==> config.mk <==
export PLATFORM = sky130hd
export DESIGN_NAME = xmt_controller
export DESIGN_NICKNAME = d
export VERILOG_FILES = /design/src/rtl/xmt_controller.sv
export SDC_FILE = /design/constraint.sdc
export NUM_CORES = 2
export LEC_CHECK = 0
export ABC_AREA = 1
export CELL_PAD_IN_SITES_DETAIL_PLACEMENT = 1
export CELL_PAD_IN_SITES_GLOBAL_PLACEMENT = 1
export CORE_MARGIN = 2
export CORE_UTILIZATION = 45
export DETAILED_ROUTE_END_ITERATION = 8
export PLACE_DENSITY_LB_ADDON = 0.1
export SLEW_MARGIN = 30
export SYNTH_ARGS = -nofsm -noshare
export SYNTH_HDL_FRONTEND = slang
export SYNTH_SLANG_ARGS = --single-unit
==> constraint.sdc <==
create_clock -name clk -period 2.9 [get_ports clk]
set_input_delay 0.58 -clock clk [delete_from_list [all_inputs] [get_ports clk]]
set_output_delay 0.58 -clock clk [all_outputs]
set_load 0.005 [all_outputs]
==> src/rtl/xmt_controller.sv <==
// xmt_controller: transmit-side frame controller.
// Buffers payload bytes written from the UART side while idle, then serialises
// preamble, SFD, dest, src (MAC), type, payload and FCS to the byte transmitter
// over a valid/ready handshake. Sends type-8'h33 ACK frames (no payload) when the
// receive path raises ACK_needed; ACK frames leave the payload buffer untouched.
// Ports:
//   clk, rst (async, active-low)      clock and reset
//   MAC, xdata, xwr, xsend, xdest,    own address, payload write port, send request
//   xtype                             with its latched dest/type
//   ACK_needed, ack_frame_addr        ACK request level and ACK destination
//   fcs, crc_clr, crc_enb             CRC generator result and controls
//   tx_data, tx_valid, tx_ready       byte stream to the transmitter
//   ack_sent, xbusy, xerrcnt          ACK done pulse, frame in progress, dropped writes
module xmt_controller #(
    parameter int         PREAMBLE_LENGTH = 1,
    parameter logic [7:0] SFD             = 8'hD0,
    parameter int         MAX_DATA        = 255
) (
    input  logic       clk,
    input  logic       rst,
    input  logic [7:0] MAC,
    input  logic [7:0] xdata,
    input  logic       xwr,
    input  logic       xsend,
    input  logic [7:0] xdest,
    input  logic [7:0] xtype,
    input  logic       ACK_needed,
    input  logic [7:0] ack_frame_addr,
    input  logic [7:0] fcs,
    output logic       crc_clr,
    output logic       crc_enb,
    output logic [7:0] tx_data,
    output logic       tx_valid,
    input  logic       tx_ready,
    output logic       ack_sent,
    output logic       xbusy,
    output logic [7:0] xerrcnt
);
    localparam int CW = $clog2(MAX_DATA + 1);
    localparam int PW = $clog2(PREAMBLE_LENGTH + 1);

    typedef enum logic [2:0] {IDLE, PRE, SFD_S, DEST, SRC, TYPE, DATA, FCS} state_t;

    state_t        state, state_nx;
    logic [7:0]    mem [2**CW];
    logic [CW-1:0] count, wptr, rptr;
    logic [PW-1:0] pre_cnt;
    logic [7:0]    dest_r, type_r;
    logic          is_ack, xfer, last, wr_ok, no_fcs;

    assign wr_ok   = xwr && state == IDLE && count < CW'(MAX_DATA);
    assign no_fcs  = type_r == 8'h30;
    assign xbusy   = state != IDLE;
    assign crc_clr = state == IDLE;

    always_comb begin
        state_nx = state;
        tx_valid = state != IDLE;
        tx_data  = 8'h00;
        crc_enb  = 1'b0;
        xfer     = tx_valid && tx_ready;
        case (state)
            IDLE:  state_nx = (ACK_needed || xsend) ? PRE : IDLE;
            PRE: begin
                tx_data = 8'h55;
                if (xfer && pre_cnt == PW'(PREAMBLE_LENGTH - 1)) state_nx = SFD_S;
            end
            SFD_S: begin
                tx_data = SFD;
                if (xfer) state_nx = DEST;
            end
            DEST: begin
                tx_data = dest_r;
                crc_enb = xfer;
                if (xfer) state_nx = SRC;
            end
            SRC: begin
                tx_data = MAC;
                crc_enb = xfer;
                if (xfer) state_nx = TYPE;
            end
            TYPE: begin
                tx_data = type_r;
                crc_enb = xfer;
                // ACK frames never carry payload even when the buffer holds bytes
                if (xfer) state_nx = (count != '0 && !is_ack) ? DATA : no_fcs ? IDLE : FCS;
            end
            DATA: begin
                tx_data = mem[rptr];
                crc_enb = xfer;
                if (xfer && rptr == count - CW'(1)) state_nx = no_fcs ? IDLE : FCS;
            end
            FCS: begin
                tx_data = fcs;
                if (xfer) state_nx = IDLE;
            end
            default: state_nx = IDLE;
        endcase
        last = xfer && state_nx == IDLE;
    end

    always_ff @(posedge clk)
        if (wr_ok) mem[wptr] <= xdata;

    always_ff @(posedge clk or negedge rst) begin
        if (!rst) begin
            state    <= IDLE;
            count    <= '0;
            wptr     <= '0;
            rptr     <= '0;
            pre_cnt  <= '0;
            dest_r   <= 8'h00;
            type_r   <= 8'h00;
            is_ack   <= 1'b0;
            ack_sent <= 1'b0;
            xerrcnt  <= 8'h00;
        end else begin
            state    <= state_nx;
            ack_sent <= last && is_ack;
            if (state == IDLE) begin
                pre_cnt <= '0;
                // ACK wins over a same-cycle xsend, which is then lost
                if (ACK_needed) begin
                    is_ack <= 1'b1;
                    dest_r <= ack_frame_addr;
                    type_r <= 8'h33;
                end else if (xsend) begin
                    is_ack <= 1'b0;
                    dest_r <= xdest;
                    type_r <= xtype;
                end
            end
            if (state == PRE && xfer) pre_cnt <= pre_cnt + PW'(1);
            if (state == DATA && xfer) rptr <= rptr + CW'(1);
            if (wr_ok) begin
                wptr  <= wptr + CW'(1);
                count <= count + CW'(1);
            end else if (xwr && xerrcnt != 8'hFF) begin
                xerrcnt <= xerrcnt + 8'd1;
            end
            if (last && !is_ack) begin
                count <= '0;
                wptr  <= '0;
                rptr  <= '0;
            end
        end
    end
endmodule

# ---- Word-level counts from Yosys, hierarchy flattened
# Memories as Yosys holds them, arrays and structs flattened.
# Index checks and enable logic that the tools add are counted.
dict set report word_totals {
  register_bits 54
  ramBits 2048
  input_bits 54
  elab_cells 84
  n_memories 1
}
dict set report classes {
  addsub 6
  n_lt_le_gt_ge 1
  n_eq_ne 10
  n_mux 29
  bitwise 2
  n_reduce_logical 25
}
# name words word_bits rd rd_clocked_by_memory_dff write_ports line
set memory_table {}
lappend memory_table {mem 256 8 1 0 1 45} ;# logic [7:0] mem [2**CW];
# operator count
set ops {}
lappend ops {{$mux 8} 10}
lappend ops {{$pmux 8 s7} 1}
lappend ops {{$add 8x1->8 const B} 4}
lappend ops {{$mux 3} 9}
lappend ops {{$pmux 3 s8} 1}
lappend ops {{$eq 3x3->1 const B} 4}
lappend ops {{$logic_and 1x1->1} 12}
lappend ops {{$eq 8x6->1 const B} 1}
lappend ops {{$eq 8x8->1} 1}
lappend ops {{$lt 8x8->1 const B} 1}
lappend ops {{$mux 1} 8}
lappend ops {{$ne 8x8->1 const B} 1}
lappend ops {{$reduce_bool 2->1} 4}
lappend ops {{$reduce_bool 8->1} 1}
lappend ops {{$sub 8x1->8 const B} 1}
lappend ops {{$eq 3x2->1 const B} 2}
lappend ops {{$logic_not 3->1} 2}
lappend ops {{$reduce_and 2->1} 2}
lappend ops {{$reduce_or 4->1} 1}
lappend ops {{$eq 3x1->1 const B} 1}
lappend ops {{$reduce_bool 3->1} 1}
lappend ops {{$not 1->1} 2}
lappend ops {{$add 1x1->1 const B} 1}
lappend ops {{$logic_not 1->1} 1}
lappend ops {{$logic_or 1x1->1} 1}

# ---- Longest topological paths before layout
dict set report logic_depth {
  word_depth 9
  ltp_mapped 20
  ltp_nobuf 16
}

# ---- Worst setup path after synthesis
# OpenSTA, ideal clock, no wires.
dict set report synth_timing {
  path_type {register -> register}
  from {register count[0]}
  to {memory mem[207][0] (enable)}
  arrival_ns 2.207
  required_time_ns 2.505
  setup_slack_ns 0.298
  stages_incl_launch_ff 11
  path_buffers 0
  path_cell_list {dfrtp_1 ha_1 nand2_1 nor3_1 nand3_1 nand2_1 inv_1 nand2_1 nor2_1 inv_1 nor4_1}
}
dict set report synth_between {
  elab_chain_len 4
}
# item line
set synth_rtl {}
lappend synth_rtl {{start, declared} 46} ;# logic [CW-1:0] count, wptr, rptr;
lappend synth_rtl {{start signal, assigned} 137} ;# count <= count + CW'(1);
lappend synth_rtl {{$lt 8x8->1} 51} ;# assign wr_ok = xwr && state == IDLE && count < CW'(MAX_DATA);
lappend synth_rtl {{$logic_and 1x1->1} 51}
lappend synth_rtl {{$mux 1} 103} ;# if (wr_ok) mem[wptr] <= xdata;
lappend synth_rtl {{$mux 1 (implied by the code)} 103}
lappend synth_rtl {{end, declared} 45}
# No other way between the ends.

# ---- Worst setup path in the final report
dict set report layout_timing {
  from {register rptr[0]}
  to {output port tx_data[4]}
}
dict set report layout_between {
  elab_chain_len 2
}
# item line
set layout_rtl {}
lappend layout_rtl {{start, declared} 46}
lappend layout_rtl {{start signal, assigned} 134} ;# if (state == DATA && xfer) rptr <= rptr + CW'(1);
lappend layout_rtl {{$mem_v2 256x8} -}
lappend layout_rtl {{$pmux 8 s7} 62} ;# case (state)
lappend layout_rtl {{end, declared} 32} ;# output logic [7:0] tx_data,
# No other way between the ends.

==> results <==
- The root buffer cell chosen for the clock tree is sky130_fd_sc_hd__clkbuf_16.
- In the routed design, unresolved DRC markers number 0.
- The total routed wirelength is a little under 300 mm.
- The total overflow reported by the global router is 0.
- Ranked by total cell area, the synthesized netlist is headed by sky130_fd_sc_hd__edfxtp_1 71%, sky130_fd_sc_hd__nor2_1 8.3%, sky130_fd_sc_hd__o21ai_0 6.0%.
- The die covers between 150000 and 200000 um2.
- The slew at the pin closest to its max-slew limit is roughly 860 ps.
- The initial cell density of the core is a little under half.
- The filler cells instantiated in the layout total 19.2k.
- Counting flops with a built-in enable in the synthesized netlist gives approximately 2k.
- The mapped netlist covers around 86000 um2.
- The initial DRC count is roughly 6k.
- The final setup violation count is 8.
- The maximum vdd ir drop is 0.000694 V.
- The share of final-layout standard cells stronger than drive strength 1 is about 20%.
- The clock sink count is about 2.1k.
- The largest buffer count on any clock path is 3.
- The path class of the tightest hold or removal check is in -> reg.
- The number of max-slew violations in the final report was 0.
- The synthesized flop and latch total is ~2.1k.
- The startpoint of the worst setup timing path is rptr[0].
- The setup clock skew after layout is approximately 32 ps.
- Measured in cells, the most critical reg-to-reg path has a length of 20.
- The worst endpoint required time is 2320 ps.
- 75 I/O pins were placed.
- The HPWL reported at the end of detailed placement is between 150 and 200 mm.
- The core box area is 190000 um2.
- Relative to the synthesized area, the layout overhead comes to 24.0%.
- The worst register-to-register path begins at rptr[0].
- The first global-routing pass estimated roughly 440 mm of wire.
- The run finished, with violations left.
- The post-detailed-route count of antenna-violating nets is 0.
- The max-capacitance violation count is 0.
- Power spread over the standard cell area amounts to 928 nW/um2.
- The checks that failed: negative setup slack.
- Setup repair after global routing could not meet its margin everywhere.
- In this run the tightest slew margin relative to its limit is about 42%.
- The vertical die dimension is approximately 440 um.
- The fraction of the yosys area taken by sequential cells is between 70% and 80%.
- The met1 demand-to-capacity share in global routing is between 40% and 50%.
- The placement row count is 160.
- The highest fanout seen on the critical path is 8.
- The global-route met2 utilization is about half.
- After clock tree synthesis, the clock-pin slew on the worst setup and hold paths is roughly 60 ps.
- The fraction of met3 tracks used by global routing is 4.50%.
- The leakage dissipation is 37.6 nW.
- The clock tree from TritonCTS is done.
- The final critical path takes up 150% of the cycle.
- In the layout the commonest cells are 2048 x sky130_fd_sc_hd__edfxtp_1, 1824 x sky130_fd_sc_hd__nor2_1, 933 x sky130_fd_sc_hd__o21ai_0.
- Summed over all instances, the cell type with the most area after synthesis is sky130_fd_sc_hd__edfxtp_1.
- Using the TritonRoute via totals, the vias-per-cell ratio works out to 5.82.
- The pre-antenna-repair detailed-routing pass consisted of 5 iterations.
- Synthesis produced 7260 cells.
- Counting the buffers created by CTS gives approximately 220.
- The worst setup path is of the reg -> out kind.
- Data arrives at the worst endpoint at between 3000 and 4000 ps.
- The kind of launch point of the worst setup path is a flip-flop.
- In the synthesized netlist the async set-or-reset flop fraction comes to 2.57%.
- The predominant post-synthesis flop cell is sky130_fd_sc_hd__edfxtp_1.
- The number of global-route vias before repair is 64.8k.
- The proportion of netlist area held by the largest area contributor is 71.3%.
- At the end of routability-driven placement, the weighted congestion stood at around 0.85.
- Once routing completed, OpenROAD measured the worst setup slack at -1440 ps.
- STA classifies the critical path endpoint as an output pin.
- The utilization after layout is between 50 and 60%.
- The setup slack on the worst flop-to-flop path is 40 ps.
- Dividing the detail-routed wire length by the instance count gives approximately 28 um.
- The layout net count is just over 8k.
- The number of nets in the synthesized netlist is between 7k and 8k.
- The number of I/O port buffers is 74.
- The worst setup path endpoint is tx_data[4].
- The overall global routing resource usage is between 30% and 40%.
- During synthesis, Yosys emitted a total of 0 warnings.
- The endpoint identified for the worst register-to-register timing path is rptr[0].
- The design draws just under 0.1 W.
- Clock latency on the worst-skew pair, taken at its later pin, is a little under 900 ps.
- The number of vias after detailed routing is between 60k and 70k.
- The width of the chip is approximately 440 um.
- The most congested layer reported by global routing is met2.
- The H-tree level count is 4.
- The unique cell type count in the Yosys netlist is between 40 and 50.
- Leaving out fill and tap cells, the most frequent cell in the layout is sky130_fd_sc_hd__edfxtp_1.
- The top achievable clock speed is 0.231 GHz.
- The number of hold violations in the final report was 0.
- The pin count of the biggest net entering global routing is 105.
- The post-layout minimum cycle time is ~4300 ps.
- The initial antenna violation count is 10.
- The mean instance size in the synthesized netlist is ~12 um2.
==> how the worst min path moves through the flow <==
stage / from / to / depth (start not counted)
final: xdata[6] / mem[142][6] / 1
after global routing: rst / ack_sent / 2
after CTS: rst / dest_r[7] / 2
after detailed placement: rst / ack_sent / 1
after global placement: rst / dest_r[7] / 1
after floorplan: rst / ack_sent / 0
==> critical path, cell delays in order (launching register included) <==
cell,delay [ps]
sky130_fd_sc_hd__dfrtp_4,510
sky130_fd_sc_hd__buf_12,160
sky130_fd_sc_hd__buf_16,170
sky130_fd_sc_hd__buf_16,180
sky130_fd_sc_hd__buf_12,150
sky130_fd_sc_hd__nor2_4,70
sky130_fd_sc_hd__nor2_1,50
sky130_fd_sc_hd__o21ai_1,90
sky130_fd_sc_hd__o21ai_2,90
sky130_fd_sc_hd__nand2_1,80
sky130_fd_sc_hd__nand2_2,100
sky130_fd_sc_hd__nand3b_1,380
sky130_fd_sc_hd__nand3_1,190
sky130_fd_sc_hd__nand3_2,110
sky130_fd_sc_hd__nand3_4,200
sky130_fd_sc_hd__nand2_4,80
sky130_fd_sc_hd__nand2_2,60
sky130_fd_sc_hd__nand2_1,50
sky130_fd_sc_hd__buf_2,140
==> cells in the mapped netlist, types with 4 or more instances <==
master / instances
sky130_fd_sc_hd__buf_2: 146
sky130_fd_sc_hd__o31ai_1: 8
sky130_fd_sc_hd__buf_4: 42
sky130_fd_sc_hd__a21oi_1: 117
sky130_fd_sc_hd__nand3_1: 342
sky130_fd_sc_hd__xor2_1: 25
sky130_fd_sc_hd__dfrtp_1: 54
sky130_fd_sc_hd__o21ai_0: 1028
sky130_fd_sc_hd__ha_1: 9
sky130_fd_sc_hd__nor3_1: 14
sky130_fd_sc_hd__clkinv_1: 8
sky130_fd_sc_hd__nand2_1: 662
sky130_fd_sc_hd__buf_6: 26
sky130_fd_sc_hd__clkbuf_1: 216
sky130_fd_sc_hd__buf_1: 52
sky130_fd_sc_hd__o21ai_1: 77
sky130_fd_sc_hd__nor2_1: 1902
sky130_fd_sc_hd__or2_2: 11
sky130_fd_sc_hd__xnor2_1: 5
sky130_fd_sc_hd__o22ai_1: 57
sky130_fd_sc_hd__inv_1: 117
sky130_fd_sc_hd__edfxtp_1: 2048
sky130_fd_sc_hd__a221oi_1: 5
sky130_fd_sc_hd__a21oi_2: 20
sky130_fd_sc_hd__nand4_1: 4
sky130_fd_sc_hd__o211ai_1: 238
==> power by group <==
part           leakage, nW  switching [W]  internal [W]
clock                 3.44         0.0122        0.0157
combinational         15.1         0.0236        0.0138
sequential            19.1       0.000368        0.0337
total                 37.6         0.0362        0.0632
==> what timing repair did <==
item | 4_1_cts | 5_1_grt
setup buffers | 69 | 4
endpoints found under the hold margin | 56 | 0
gates resized for setup | 459 | 152
hold buffers | 2 | 0
setup endpoints to repair | 44 | 360
pin swaps | 126 | 97
cloned | 38 | 8
==> kinds of logic after synthesis <==
family / count (synthesis) / synth area share (%)
adder cells (fa/ha/maj): 9 / 0.131
multiplexers: 1 / 0.0130
AND/OR/NAND/NOR: 2948 / 13.5
AO/OA/AOI/OAI: 1558 / 9.97
buffers and inverters: 612 / 3.29
flip-flops: 2102 / 72.8
XOR/XNOR: 30 / 0.304
==> final cells by class <==
class | count | area [um2] | share of cell area (%)
Antenna cell | 3 | 7.51 | 0.00702
Clock buffer | 287 | 5870 | 5.49
Clock inverter | 125 | 1180 | 1.11
Inverter | 129 | 542 | 0.506
Multi-Input combinational cell | 4546 | 22100 | 20.7
Sequential cell | 2102 | 62900 | 58.7
Tap cell | 2511 | 3140 | 2.94
Timing Repair Buffer | 1014 | 11200 | 10.5
Timing Repair inverter | 2 | 36.3 | 0.0339
==> sequential cells by signal, summed over array words and instances (netlist names) <==
register	flops
mem	2048
wptr	8
ack_sent	1
pre_cnt	1
type_r	8
xerrcnt	8
state	3
rptr	8
count	8
dest_r	8
is_ack	1
==> per-layer routing <==
| layer | up-vias | part of all wire (%) |
|---|---|---|
| met4 | 6 | 3.4 |
| li1 | 27400 | - |
| met3 | 491 | 6.4 |
| met5 | - | 0.012 |
| met2 | 2163 | 47 |
| met1 | 32300 | 43 |
==> per-stage QoR <==
| stage | cells | hold WS, ps | setup slack [ps] | setup TNS (ps) | cell area, um2 |
|---|---|---|---|---|---|
| 3_5_place_dp | 10200 | 457 | -1270 | -99240 | 96200 |
| 2_1_floorplan | 7260 | 284 | 298 | 0 | 86300 |
| 3_3_place_gp | 10200 | 451 | -1230 | -122000 | 96200 |
| 5_1_grt | 10700 | 117 | -1500 | -13110 | 107000 |
| 4_1_cts | 10700 | 86.5 | -1450 | -11160 | 106000 |
| 6_report | 10700 | 123 | -1440 | -10690 | 107000 |
No activity file was read; power rests on OpenSTA's default activity.
